$ cat src/rtl/regfile_wb_arbiter_if.sv
// Writeback request bundle: N requesters, each with valid/ready, a destination
// index and write data packed side by side.
interface regfile_wb_arbiter_if #(
  parameter int N    = 3,
  parameter int XLEN = 32
);
  logic [N-1:0]      req_valid;
  logic [N-1:0]      req_ready;
  logic [5*N-1:0]    req_rd;
  logic [XLEN*N-1:0] req_data;

  modport master (output req_valid, output req_rd, output req_data, input req_ready);
  modport slave  (input req_valid, input req_rd, input req_data, output req_ready);
endinterface

$ cat src/rtl/regfile_wb_arbiter.sv
// Register file write-port owner: clears x1..x31 after reset or on demand, then
// shares the single write port between N writeback sources round-robin.
module regfile_wb_arbiter #(
  parameter int N    = 3,
  parameter int XLEN = 32
) (
  input  logic                 clk,
  input  logic                 rst,
  regfile_wb_arbiter_if.slave  req,
  input  logic                 clear_start,
  output logic                 clear_busy,
  output logic                 wr,
  output logic [4:0]           rd,
  output logic [XLEN-1:0]      rd_d
);
  localparam int PW = $clog2(N);

  typedef enum logic {CLEAR, RUN} state_t;

  state_t          state_reg, state_next;
  logic [4:0]      idx_reg, idx_next;
  logic [PW-1:0]   ptr_reg, ptr_next;
  logic            wr_next;
  logic [4:0]      rd_next;
  logic [XLEN-1:0] rd_d_next;

  logic [PW-1:0]   cand [N];
  logic [PW-1:0]   win;
  logic            found;
  logic            accept;
  logic [4:0]      win_rd;
  logic [XLEN-1:0] win_data;

  // cand[k] is the requester k places after the pointer, wrapped modulo N
  for (genvar gi = 0; gi < N; gi++) begin : g_cand
    logic [PW:0] sum;
    logic [PW:0] sum_wrap;
    assign sum      = {1'b0, ptr_reg} + (PW+1)'(gi);
    assign sum_wrap = sum - (PW+1)'(N);
    assign cand[gi] = (sum >= (PW+1)'(N)) ? sum_wrap[PW-1:0] : sum[PW-1:0];
  end

  // Scan from the far end so the candidate closest to the pointer wins
  always_comb begin
    found = 1'b0;
    win   = '0;
    for (int k = N - 1; k >= 0; k--) begin
      if (req.req_valid[cand[k]]) begin
        found = 1'b1;
        win   = cand[k];
      end
    end
  end

  assign accept   = (state_reg == RUN) && !clear_start && found;
  assign win_rd   = req.req_rd[5*win +: 5];
  assign win_data = req.req_data[XLEN*win +: XLEN];

  for (genvar gi = 0; gi < N; gi++) begin : g_ready
    assign req.req_ready[gi] = accept && (int'(win) == gi);
  end

  assign clear_busy = (state_reg == CLEAR);

  always_comb begin
    state_next = state_reg;
    idx_next   = idx_reg;
    ptr_next   = ptr_reg;
    wr_next    = 1'b0;
    rd_next    = rd;
    rd_d_next  = rd_d;
    case (state_reg)
      CLEAR: begin
        wr_next   = 1'b1;
        rd_next   = idx_reg;
        rd_d_next = '0;
        if (idx_reg == 5'd31) begin
          state_next = RUN;
          idx_next   = 5'd1;
        end else begin
          idx_next = idx_reg + 5'd1;
        end
      end
      RUN: begin
        if (clear_start) begin
          state_next = CLEAR;
          idx_next   = 5'd1;
        end else if (accept) begin
          // x0 writes are consumed but never reach the register file
          wr_next   = (win_rd != 5'd0);
          rd_next   = win_rd;
          rd_d_next = win_data;
          ptr_next  = (int'(win) == N - 1) ? '0 : win + 1'b1;
        end
      end
    endcase
  end

  always_ff @(posedge clk or negedge rst) begin
    if (!rst) begin
      state_reg <= CLEAR;
      idx_reg   <= 5'd1;
      ptr_reg   <= '0;
      wr        <= 1'b0;
      rd        <= 5'd0;
      rd_d      <= '0;
    end else begin
      state_reg <= state_next;
      idx_reg   <= idx_next;
      ptr_reg   <= ptr_next;
      wr        <= wr_next;
      rd        <= rd_next;
      rd_d      <= rd_d_next;
    end
  end
endmodule

$ cat src/flat_wrapper.sv
// flat-port wrapper written by rule: the top's interface ports become plain ports
module regfile_wb_arbiter_flat 
#(
  parameter int N    = 3,
  parameter int XLEN = 32
)
  (clk, rst, clear_start, clear_busy, wr, rd, rd_d, req_req_valid, req_req_rd, req_req_data, req_req_ready);
  regfile_wb_arbiter_if #(.N(N), .XLEN(XLEN)) req_i ();
  input  logic clk;
  input  logic rst;
  input  logic clear_start;
  output logic clear_busy;
  output logic wr;
  output logic [4:0] rd;
  output logic [XLEN-1:0] rd_d;
  input wire logic [$bits(req_i.req_valid)-1:0] req_req_valid;
  input wire logic [$bits(req_i.req_rd)-1:0] req_req_rd;
  input wire logic [$bits(req_i.req_data)-1:0] req_req_data;
  output wire logic [$bits(req_i.req_ready)-1:0] req_req_ready;
  assign req_i.req_valid = req_req_valid;
  assign req_i.req_rd = req_req_rd;
  assign req_i.req_data = req_req_data;
  assign req_req_ready = req_i.req_ready;
  regfile_wb_arbiter #(.N(N), .XLEN(XLEN)) u_core (.clk(clk), .rst(rst), .req(req_i), .clear_start(clear_start), .clear_busy(clear_busy), .wr(wr), .rd(rd), .rd_d(rd_d));
endmodule
$ cat config.mk
export PLATFORM = sky130hd
export DESIGN_NAME = regfile_wb_arbiter_flat
export DESIGN_NICKNAME = d
export VERILOG_FILES = /design/src/rtl/regfile_wb_arbiter_if.sv /design/src/rtl/regfile_wb_arbiter.sv /design/src/flat_wrapper.sv
export SDC_FILE = /design/constraint.sdc
export NUM_CORES = 1
export LEC_CHECK = 0
export ABC_AREA = 1
export CAP_MARGIN = 20
export CELL_PAD_IN_SITES_DETAIL_PLACEMENT = 0
export CELL_PAD_IN_SITES_GLOBAL_PLACEMENT = 1
export CORE_MARGIN = 1
export CORE_UTILIZATION = 40
export CTS_BUF_LIST = sky130_fd_sc_hd__clkbuf_8
export CTS_CLUSTER_SIZE = 28
export DETAILED_ROUTE_END_ITERATION = 12
export DONT_BUFFER_PORTS = 1
export GPL_ROUTABILITY_DRIVEN = 0
export PLACE_DENSITY_LB_ADDON = 0.05
export SKIP_CTS_REPAIR_TIMING = 1
export SLEW_MARGIN = 20
export SYNTH_ARGS = -nofsm -noshare
export SYNTH_HDL_FRONTEND = slang
export SYNTH_SLANG_ARGS = --single-unit
$ cat constraint.sdc
create_clock -name clk -period 2.4 [get_ports clk]
set_input_delay 0.36 -clock clk [delete_from_list [all_inputs] [get_ports clk]]
set_output_delay 0.36 -clock clk [all_outputs]
set_load 0.1 [all_outputs]
==> metrics.md <==
| Metric | Value |
|---|---|
| Area leader, netlist | `dfrtp_1` |
| Class of the worst hold path | `in -> reg` |
| CTS clock-pin slew for the worst setup and hold paths | `90 ps` |
| Worst setup margin | `-74.17 ps` |
| Yosys reg bits | `46` |
| Global-route usage over all layers | `0.2174` |
| Count leader, synth | `nand2_1` |
| Max-cap violations | `0` |
| Final setup fails | `3` |
| Core Util, Final | `0.5124` |
| Die height | `85.60 um` |
| Fmax | `0.4042 GHz` |
| Final Max Tran Viols | `0` |
| Clk_lat worst skew | `300 ps` |
| Overall power | `5262 uW` |
| FP Rows | `30` |
| PortBufs | `0` |
| Worst VDD drop | `0.7976 mV` |
| Synth top cells by count | `nand2_1, nand3_1, dfrtp_1` |
| Syn avg cell area | `7.514 um^2` |
| Die W | `85.60 um` |
| Final Skew | `7.133 ps` |
| Cell Pwr Density | `1520 nW/um^2` |
| Leading post-synthesis cells by cell area | `dfrtp_1, nand2_1, nand3_1` |
| P&R area growth vs syn | `23.86%` |
| CP Capture Type | `output pin` |
| Async SR Flop Fraction | `1.000` |
| Run status | `complete, but fails checks` |
| Endpoints failing hold | `0` |
| Num CTS Buffers | `5` |
| Number of global-route vias before repair | `2553` |
| H-Tree Level Count | `2` |
| Via count | `2724` |
| Antenna fix cells | `0` |
| Synth Warn # | `0` |
| Post-synth EDFFs | `0` |
| Core Box Area | `6756 um^2` |
| Place WS | `54.75 ps` |
| GR Overflow Total | `0` |
| Syn nets | `494` |
| Fin crit share | `1.031` |
| Worst Tran Pin Value | `916.2 ps` |
| Sink Count | `46` |
| DRC viols | `0` |
| Post-Syn Area | `2795 um^2` |
| I/O Pins | `159` |
| Post-Route WL | `8231 um` |
| Post-synth top area share | `0.4029` |
| Synth Instances | `372` |
| Sequential area share after synthesis | `0.4123` |
| DP Wirelength | `6021 um` |
| Die area | `7327 um^2` |
| Initial Util | `0.4137` |
| Max reg flops | `32` |
| RSZ-0062 raised after global routing | `true` |
| WL/cell | `17.01 um` |
| First-pass GRT wire length | `12550 um` |
| Worst Path Arrival | `2110 ps` |
| Antenna violations before repair | `0` |
| Slew Limit Headroom | `0.3892` |
| CTS Buffer Depth | `2` |
| Drt pass-1 iters | `4` |
| Failing checks | `negative setup slack` |
| Largest net degree at the start of global routing | `47` |
| Vias/cell | `5.628` |
| Antenna-violating nets left | `0` |
| Leak | `0.001635 uW` |
| CTS root buf | `clkbuf_8` |
| Initial DRC count | `98` |
| Netlist cell types | `34` |
| Startpoint types | `register` |
| Nets | `525` |
| Worst Setup Path Type | `reg -> out` |
| CTS tree | `yes` |
| Synth Flop Type | `dfrtp_1` |
| Share of post-route cells with drive strength above 1 | `0.2203` |
| Crit path max fanout | `7` |
| Worst Path Required | `2040 ps` |
| Minimum clock period | `2474 ps` |
[per-stage QoR]
step | cells | hold slack [ps] | instance area (um^2) | setup TNS, ps
after detailed placement | 465 | 65.50 | 3127 | 0
after CTS | 473 | -267.5 | 3233 | -498.2
after global placement | 465 | 65.55 | 3127 | 0
after global routing | 484 | 174.2 | 3462 | -507.5
after floorplan | 372 | 64.41 | 2854 | -127.2
final | 484 | 176.6 | 3462 | -170.2
[layer usage]
layer / vias up / global-route usage / share of wire
met5: - / 0 / 0
met4: 0 / 0.05455 / 0.012
met3: 7 / 0.05679 / 0.063
met2: 107 / 0.3716 / 0.49
met1: 1278 / 0.2744 / 0.44
li1: 1332 / - / -
[where the power goes]
| part | switching (uW) | internal (uW) |
|---|---|---|
| clock | 268 | 304 |
| combinational | 1960 | 1110 |
| sequential | 690 | 929 |
[kinds of logic (layout without fill, tap and decap cells)]
family / count (synthesis) / count (layout) / share of synthesized area
buffers and inverters: 45 / 77 / 0.07698
adders and majority gates: 5 / 5 / 0.02238
and+or+nand+nor: 233 / 233 / 0.3796
xor gates and xnor gates: 1 / 1 / 0.003134
AOI/OAI and AO/OA: 42 / 42 / 0.1056
DFF: 46 / 46 / 0.4123
[cells in the final DEF, fill, tap and decap left out, types with 3 or more instances in the layout]
cell and instances:
inv_2 4, o211ai_1 3, nor2_1 7, a21oi_1 6, nand2_1 107, nand2_2 8, nand4_1 15, dfrtp_1 45
a22o_1 13, o21ai_0 9, buf_4 37, nand2_4 4, nand3_1 83, clkbuf_8 5, inv_1 15, inv_4 3
buf_12 4, o22ai_1 4
[worst paths after layout]
kind / slack [ps] / startpoint / endpoint / depth (start not counted)
max reg2reg: 150 / u_core.ptr_reg[1] / u_core.rd_d[5] / 14
max in group asynchronous: 1570 / rst / u_core.idx_reg[0] / 2
min: 180 / req_req_data[24] / u_core.rd_d[24] / 2
max: -70 / u_core.ptr_reg[1] / req_req_ready[2] / 12
min reg2reg: 490 / u_core.rd_d[11] / u_core.rd_d[11] / 2
min in group asynchronous: 550 / rst / u_core.rd[3] / 2
[critical path, stage by stage, from the launching register on]
cell and delay, ps:
dfrtp_1 420, inv_2 70, ha_4 190, inv_6 80, nand2_1 70, nand2_2 80
o21ai_4 80, buf_4 140, nand3_2 80, nand2_4 70, buf_6 120, nor3_4 200
buf_12 200
[final cells by class]
| class | instances | area [um^2] |
|---|---|---|
| well taps | 80 | 100.1 |
| flip-flops and latches | 46 | 1152 |
| multi-input cells | 281 | 1555 |
| repair buffers | 46 | 442.9 |
| fillers | 671 | 3294 |
| inverters | 23 | 105.1 |
| clock buffers | 5 | 68.82 |
| clock inverters | 3 | 37.54 |
No activity file was read; power rests on OpenSTA's default activity.
